File: src/rtl/mux_pkg.sv
// Shared types and helpers for the mux_nx1_scan slice.
// MUX_CH_MASK_EN enables the per-channel mask search helper.
package mux_pkg;

    typedef enum logic [1:0] {
        IDLE   = 2'd0,
        MANUAL = 2'd1,
        SCAN   = 2'd2
    } state_e;

    localparam int DWELL_W = 8;
    localparam int MAX_CH  = 64;

`ifdef MUX_CH_MASK_EN
    // Returns {passed_last, index} of the next enabled channel above cur, wrapping through 0.
    function automatic logic [6:0] next_unmasked(
        input logic [MAX_CH-1:0] mask,
        input logic [5:0]        cur,
        input int                n_ch
    );
        logic [6:0] res;
        logic       found;
        int         cand;
        int         idx;
        res   = {1'b0, cur};
        found = 1'b0;
        for (int step = 1; step <= MAX_CH; step++) begin
            cand = int'(cur) + step;
            idx  = (cand >= n_ch) ? cand - n_ch : cand;
            if (!found && step <= n_ch && mask[idx]) begin
                found = 1'b1;
                res   = {(cand >= n_ch), 6'(idx)};
            end
        end
        return res;
    endfunction
`endif

endpackage

File: src/rtl/mux_scan_ctr.sv
// Dwell counter and round-robin channel stepping for scan mode, including the wrap pulse.
// MUX_CH_MASK_EN adds skipping of masked channels.
module mux_scan_ctr
    import mux_pkg::*;
#(
    parameter int N_CH  = 4,
    parameter int SEL_W = 2
) (
    input  logic               clk,
    input  logic               rst,
    input  logic               scan_run,
    input  logic               scan_start,
    input  logic [DWELL_W-1:0] dwell,
    input  logic [SEL_W-1:0]   cur_ch,
`ifdef MUX_CH_MASK_EN
    input  logic [N_CH-1:0]    ch_mask,
`endif
    output logic [SEL_W-1:0]   next_ch,
    output logic               ch_ok,
    output logic               wrap
);

    logic [DWELL_W-1:0] cnt_q, cnt_d;
    logic               wrap_q, wrap_d;
    logic [DWELL_W-1:0] last_cnt;
    logic               advance;

    // A dwell of 0 behaves as 1; >= lets a shortened dwell advance at once.
    always_comb begin
        last_cnt = (dwell == '0) ? '0 : dwell - DWELL_W'(1);
        advance  = (cnt_q >= last_cnt);
    end

`ifdef MUX_CH_MASK_EN
    logic       mask_any;
    logic [6:0] first_hit;
    logic [6:0] next_hit;

    always_comb begin
        mask_any  = |ch_mask;
        first_hit = next_unmasked(64'(ch_mask), 6'(N_CH - 1), N_CH);
        next_hit  = next_unmasked(64'(ch_mask), 6'(cur_ch), N_CH);
        next_ch   = cur_ch;
        cnt_d     = cnt_q;
        wrap_d    = 1'b0;
        if (!scan_run) begin
            cnt_d = '0;
        end else if (!mask_any) begin
            next_ch = cur_ch;
        end else if (scan_start) begin
            next_ch = first_hit[SEL_W-1:0];
            cnt_d   = '0;
        end else if (advance) begin
            next_ch = next_hit[SEL_W-1:0];
            wrap_d  = next_hit[6];
            cnt_d   = '0;
        end else begin
            cnt_d = cnt_q + DWELL_W'(1);
        end
        ch_ok = mask_any && ch_mask[next_ch];
    end
`else
    always_comb begin
        next_ch = cur_ch;
        ch_ok   = 1'b1;
        cnt_d   = cnt_q;
        wrap_d  = 1'b0;
        if (!scan_run) begin
            cnt_d = '0;
        end else if (scan_start) begin
            next_ch = '0;
            cnt_d   = '0;
        end else if (advance) begin
            cnt_d = '0;
            if (int'(cur_ch) >= N_CH - 1) begin
                next_ch = '0;
                wrap_d  = 1'b1;
            end else begin
                next_ch = cur_ch + SEL_W'(1);
            end
        end else begin
            cnt_d = cnt_q + DWELL_W'(1);
        end
    end
`endif

    always_ff @(posedge clk) begin
        if (rst) begin
            cnt_q  <= '0;
            wrap_q <= 1'b0;
        end else begin
            cnt_q  <= cnt_d;
            wrap_q <= wrap_d;
        end
    end

    assign wrap = wrap_q;

endmodule

File: src/rtl/mux_nx1_scan.sv
// Registered N:1 mux with manual select and round-robin auto-scan modes.
// Define MUX_CH_MASK_EN to add the ch_mask channel-enable input.
module mux_nx1_scan
    import mux_pkg::*;
#(
    parameter  int N_CH   = 4,
    parameter  int DATA_W = 1,
    localparam int SEL_W  = $clog2(N_CH)
) (
    input  logic                     clk,
    input  logic                     rst,
    input  logic                     enable,
    input  logic                     mode,
    input  logic [SEL_W-1:0]         sel,
    input  logic [DWELL_W-1:0]       dwell,
    input  logic [N_CH*DATA_W-1:0]   a,
`ifdef MUX_CH_MASK_EN
    input  logic [N_CH-1:0]          ch_mask,
`endif
    output logic [DATA_W-1:0]        y,
    output logic                     y_valid,
    output logic [SEL_W-1:0]         cur_ch,
    output logic                     wrap
);

    state_e              state_q, state_d;
    logic [DATA_W-1:0]   y_q, y_d;
    logic                y_valid_q, y_valid_d;
    logic [SEL_W-1:0]    cur_ch_q, cur_ch_d;
    logic [SEL_W-1:0]    scan_ch;
    logic                scan_ok;
    logic                sel_ok;

    function automatic logic [DATA_W-1:0] chan_data(
        input logic [N_CH*DATA_W-1:0] bus,
        input logic [SEL_W-1:0]       idx
    );
        logic [DATA_W-1:0] r;
        r = '0;
        for (int k = 0; k < N_CH; k++) begin
            if (int'(idx) == k) r = bus[k*DATA_W +: DATA_W];
        end
        return r;
    endfunction

    always_ff @(posedge clk) begin
        if (rst) state_q <= IDLE;
        else     state_q <= state_d;
    end

    always_comb begin
        state_d = IDLE;
        if (enable) state_d = mode ? SCAN : MANUAL;
    end

    mux_scan_ctr #(
        .N_CH  (N_CH),
        .SEL_W (SEL_W)
    ) u_scan_ctr (
        .clk        (clk),
        .rst        (rst),
        .scan_run   (state_d == SCAN),
        .scan_start (state_q != SCAN),
        .dwell      (dwell),
        .cur_ch     (cur_ch_q),
`ifdef MUX_CH_MASK_EN
        .ch_mask    (ch_mask),
`endif
        .next_ch    (scan_ch),
        .ch_ok      (scan_ok),
        .wrap       (wrap)
    );

    // Outputs are computed for the state being entered at this edge.
    always_comb begin
`ifdef MUX_CH_MASK_EN
        sel_ok = (int'(sel) < N_CH) && ch_mask[sel];
`else
        sel_ok = (int'(sel) < N_CH);
`endif
        y_d       = '0;
        y_valid_d = 1'b0;
        cur_ch_d  = cur_ch_q;
        unique case (state_d)
            MANUAL: begin
                cur_ch_d = sel;
                if (sel_ok) begin
                    y_d       = chan_data(a, sel);
                    y_valid_d = 1'b1;
                end
            end
            SCAN: begin
                cur_ch_d = scan_ch;
                if (scan_ok) begin
                    y_d       = chan_data(a, scan_ch);
                    y_valid_d = 1'b1;
                end
            end
            default: ;
        endcase
    end

    always_ff @(posedge clk) begin
        if (rst) begin
            y_q       <= '0;
            y_valid_q <= 1'b0;
            cur_ch_q  <= '0;
        end else begin
            y_q       <= y_d;
            y_valid_q <= y_valid_d;
            cur_ch_q  <= cur_ch_d;
        end
    end

    assign y       = y_q;
    assign y_valid = y_valid_q;
    assign cur_ch  = cur_ch_q;

endmodule
File: config.mk
export PLATFORM = sky130hd
export DESIGN_NAME = mux_nx1_scan
export DESIGN_NICKNAME = d
export VERILOG_FILES = /design/src/rtl/mux_pkg.sv /design/src/rtl/mux_scan_ctr.sv /design/src/rtl/mux_nx1_scan.sv
export SDC_FILE = /design/constraint.sdc
export NUM_CORES = 1
export LEC_CHECK = 0
export BUFFER_PORTS_ARGS = -buffer_cell sky130_fd_sc_hd__buf_2
export CAP_MARGIN = 25
export CORE_UTILIZATION = 35
export CTS_CLUSTER_DIAMETER = 100
export DETAILED_ROUTE_END_ITERATION = 16
export GPL_TIMING_DRIVEN = 0
export PLACE_DENSITY = 0.63
export SLEW_MARGIN = 20
export SYNTH_ARGS = -nofsm -noshare
export SYNTH_HDL_FRONTEND = slang
export SYNTH_HIERARCHICAL = 1
export SYNTH_SLANG_ARGS = --single-unit
File: constraint.sdc
create_clock -name clk -period 6.1 [get_ports clk]
set_input_delay 0.61 -clock clk [delete_from_list [all_inputs] [get_ports clk]]
set_output_delay 0.61 -clock clk [all_outputs]
set_load 0.03 [all_outputs]
; ---- Word level (Yosys, flattened, before mapping)
; Cells that the tools add are included.
[totals]
ff_bits = 15
out_inout_bits = 5
[classes]
n_addsub = 3
order_cmp = 2
eq_ne = 9
muxes = 19
n_bitwise = 2
reduce_logical = 7
[op_table]
columns = op, count
row1 = $mux 2, 6
row2 = $eq 2x2->1 const B, 5
row3 = $mux 1, 10
row4 = $add 8x1->8 const B, 1
row5 = $ge 8x8->1, 1
row6 = $logic_not 8->1, 1
row7 = $mux 8, 1
row8 = $reduce_or 4->1, 2
row9 = $sub 8x1->8 const B, 1
row10 = $eq 2x1->1 const B, 3
row11 = $logic_not 2->1, 2
row12 = $pmux 2 s2, 1
row13 = $add 2x1->2 const B, 1
row14 = $ge 2x2->1 const B, 1
row15 = $ne 2x2->1 const B, 1
row16 = $not 1->1, 2
row17 = $pmux 1 s2, 1
row18 = $reduce_bool 2->1, 1
row19 = $reduce_or 2->1, 1

; ---- Depth between registers and ports, before layout
[depth]
ltp_word = 12
depth_mapped = 14
mapped_depth_nobuf = 14

; ---- By module
; Netlist, hierarchy kept.
[modules_own_cells]
columns = module, n_inst, cells_per_inst, area_each_um2, seq_area_each_um2
row1 = mux_scan_ctr, 1, 93, 783.3, 180.2
row2 = mux_nx1_scan, 1, 21, 264.0, 120.1

; ---- Worst setup path before layout
; Ideal clock, no wire load.
[synth_path]
kind = input port to flip-flop
start = input dwell[0]
end = register y_q (netlist: y)
setup_time_ns = 0.117
t_arrival_ns = 3.352
t_required_ns = 5.983
path_slack_ns = 2.631
cell_stages = 13
n_path_buf = 0
cell_sequence = inv_1 -> ha_1 -> nand3b_1 -> nor3_1 -> a21oi_1 -> ha_1 -> nand2b_4 -> a2111oi_4 -> o41ai_4 -> o21ai_0 -> a22o_2 -> mux4_2 -> a32o_1
[synth_between]
elab_chain_len = 12
word_cells_on_any_way = 16
[synth_rtl]
columns = element, line
row1 = start: declaration, mux_nx1_scan.sv:15  ; input logic [DWELL_W-1:0] dwell,
row2 = $sub 8x1->8 / $logic_not 8->1 (equally long branches), mux_scan_ctr.sv:30  ; last_cnt = (dwell == '0) ? '0 : dwell - DWELL_W'(1);
row3 = $mux 8 *, mux_scan_ctr.sv:30
row4 = $ge 8x8->1 *, mux_scan_ctr.sv:31  ; advance = (cnt_q >= last_cnt);
row5 = $mux 2 *, mux_scan_ctr.sv:73  ; end else if (advance) begin
row6 = $mux 2 *, mux_scan_ctr.sv:70  ; end else if (scan_start) begin
row7 = $mux 2 *, mux_scan_ctr.sv:68  ; if (!scan_run) begin
row8 = named net scan_ch[0], mux_nx1_scan.sv:30  ; logic [SEL_W-1:0] scan_ch;
row9 = $logic_not 2->1, mux_nx1_scan.sv:41  ; if (int'(idx) == k) r = bus[k*DATA_W +: DATA_W];
row10 = $mux 1 (3 in a row), mux_nx1_scan.sv:41
row11 = $mux 1 *, mux_nx1_scan.sv:41
row12 = $pmux 1 s2 *, mux_nx1_scan.sv:84  ; unique case (state_d)
row13 = end signal: assignment, mux_nx1_scan.sv:109  ; y_q <= y_d;
row14 = end: declaration, mux_nx1_scan.sv:27  ; logic [DATA_W-1:0] y_q, y_d;
; The timed path passes the listed nets; every way through them passes the cells marked *.
; A chain may end at the register's enable or synchronous reset.

; ---- Worst setup path after layout
; Same ends and word-level chain as after synthesis.

==> qor.csv <==
stage;metric;value;unit
worst_setup_path;cpMaxStageDelayCell;mux4_2;
cts;cts_buffers;3;
synth;ys_types;36;
worst_setup_path;r2r_slack;3.46;ns
cts;clkLatencyLatePin;0.28;ns
synth;synth_area_leader_cell;dfxtp_1;
place;pre_cts_ws;2.18;ns
place;gp_congestion;0.762;
route;vias;886;
route;viasPerCell;5.18;
floorplan;die-width;56.7;µm
worst_setup_path;critical_path.top_delay_family;compound AO/OA/AOI/OAI gates;
worst_setup_path;path_max_fanout;5;
floorplan;rows;19;
synth;synthFlopType;dfxtp_1;
cts;cts_setup_buffers;0;
synth;yosysSeqAreaShare;0.287;
timing;fin_skew;0.00323;ns
worst_setup_path;cp-end-kind;register;
floorplan;core_area;0.00281;mm²
pwr;p_leak;0.000568;µW
cts;cts_buffer_depth;2;
synth;syn_area_per_cell;9.19;µm²
worst_setup_path;path_class;input port to register;
synth;yosysTopAreaCellShare;0.287;
worst_setup_path;start_kind;input port;
cts;cts.sinks;15;
route;postRouteAntennaNets;0;
timing;fin_crit;3.60;ns
synth;synth_warnings;6;
place;dp_hpwl;1500;µm
synth;ys_seq_elements;15;
worst_setup_path;crit_buf_inv;2;
global_route;grtUsageTotal;0.130;
worst_hold_path;hold_path.class;register to register;
synth;async_flop_share;0;
pwr;powerDensity;161;mW/mm²
job;max_cap_violations;0;
cts;h-tree-depth;1;
cells_and_area;final_util;0.436;
timing;fin_setup_tns;0;ns
route;drc_errors;4;
global_route;grt_pass1_vias;842;
route;post_drt_wl_per_cell;10.5;µm
cts;cts_tree;built;
global_route;antenna_found_initial;0;
floorplan;dieArea;0.00321;mm²
cts;cts.clk_slew.worst_paths;0.08;ns
worst_setup_path;cp.required;6.27;ns
timing;timing.fmax;278;MHz
outcome;status;finished, violations left;
route;first_iter_violations;30;
place;port_buffers;22;
cells_and_area;syn2layout_area_growth;16.7;%
cts;cts_resized;0;
timing;drv_slew;0;
global_route;grt_pass1_wl;3280;µm
synth;synth-edff-count;0;
global_route;grt_overflow;0;
timing;setup_slack;2.50;ns
route;first_pass_iters;9;
cells_and_area;diodes;0;
worst_setup_path;cpMostUsedCell;ha_1;
timing;finalHoldViolCount;0;
synth;yosysMostFrequentCell;nor2_1;
timing;min_period_over_period;0.590;
cts;cts_hold_buffers;0;
synth;netlist_area;0.00105;mm²
cells_and_area;n_fill_cell;294;
pwr;ir_worst_vdd;0.000122;V
synth;syn_inst;114;
timing;rsz0062_at_grt;false;
cells_and_area;fin_nets;170;
worst_setup_path;critPathMaxStageDelay;0.49;ns
synth;synthTopCellsByArea;dfxtp_1, ha_1, nor2_1;
cts;cts-root-buf;clkbuf_4;
global_route;grt_max_degree;9;
place;dpl.cell_count;167;
synth;synthTopCellsByCount;nor2_1, dfxtp_1, nand2_1, ha_1, inv_1;
floorplan;ioPinCount;23;
cells_and_area;drive_gt1_frac;0.250;
timing;final-setup-viol-count;0;
cells_and_area;final_cells;171;
worst_setup_path;critical_path.cell_chain;buf_2, inv_1, ha_1, nand3b_1, nor3_1, a21oi_1, ha_1, nand2b_4, a2111oi_4, o41ai_4, o21ai_0, a22o_2, mux4_2, a32o_1;
floorplan;die_h;56.7;µm
route;routed_wirelength;1800;µm
outcome;violations;DRC;
synth;synth_nets;143;
floorplan;initial_core_util;0.373;
worst_setup_path;worstPathArrival;3.77;ns
==> where the power goes <==
| group | leakage (µW) | internal (µW) | switching [µW] |
|---|---|---|---|
| Sequential | 0.000122 | 100 | 1.50 |
| Combinational | 0.000432 | 20.0 | 21.1 |
| Clock | 0.0000150 | 25.4 | 28.7 |
| Total | 0.000568 | 145 | 51.3 |
==> metrics by stage <==
step	power (µW)	area [µm²]	hold WS (ns)
after CTS	201	1220	0.475
after detailed placement	145	1200	0.455
after floorplan	131	1050	0.430
after global routing	210	1220	0.512
after global placement	144	1200	0.448
final	197	1220	0.469
==> cells in the final DEF (no fill, tap or decap), types with 2 or more instances in the layout <==
cell | netlist | routed
buf_2 | 0 | 22
nor2_1 | 16 | 16
dfxtp_1 | 15 | 15
nand2_1 | 12 | 12
ha_1 | 11 | 11
inv_1 | 6 | 6
nand3_1 | 5 | 5
xor2_1 | 5 | 5
nand2b_1 | 4 | 4
o21a_1 | 4 | 4
a21oi_1 | 4 | 4
clkbuf_4 | 0 | 3
xnor2_1 | 3 | 3
mux2i_1 | 2 | 2
a211oi_1 | 2 | 2
nor3b_1 | 2 | 2
nor3_1 | 2 | 2
==> state kept, by name, summed over array words and instances, names as in the netlist <==
name and flops:
cur_ch 2, u_scan_ctr/cnt_q 8, y_valid 1, state_q 2, u_scan_ctr/wrap 1, y 1
==> cell type report <==
type | count | area [µm²] | area share
Buffer | 2 | 18.8 | 0.0154
Timing Repair Buffer | 22 | 110 | 0.0901
Tap cell | 31 | 38.8 | 0.0317
Sequential cell | 15 | 300 | 0.246
Clock buffer | 4 | 26.3 | 0.0215
Inverter | 6 | 22.5 | 0.0184
Multi-Input combinational cell | 91 | 706 | 0.577
==> worst paths after layout <==
kind                        from                   to  cells past startpoint
min reg2reg  u_scan_ctr/cnt_q[0]  u_scan_ctr/cnt_q[0]                      1
max reg2reg  u_scan_ctr/cnt_q[0]                    y                      9
min          u_scan_ctr/cnt_q[0]  u_scan_ctr/cnt_q[0]                      1
max                     dwell[0]                    y                     14
==> cell families (layout without fill, tap and decap cells) <==
| family | after synthesis | after routing | synth area share |
|---|---|---|---|
| flops | 15 | 15 | 0.287 |
| other cells | 1 | 1 | 0.00358 |
| mux | 5 | 5 | 0.0800 |
| simple gates | 48 | 48 | 0.226 |
| xor+xnor | 8 | 8 | 0.0669 |
| buf+inv | 8 | 34 | 0.0394 |
| compound gates | 18 | 18 | 0.166 |
| fa+ha+maj | 11 | 11 | 0.131 |
==> layer usage <==
metal	share of wire	vias to the layer above	GRT usage
met2	0.50	24	0.238
met5	0	-	0
li1	-	454	-
met4	0.018	0	0.0750
met1	0.44	404	0.144
met3	0.041	4	0.0138
Note: power is estimated with default switching activity, not from simulation.
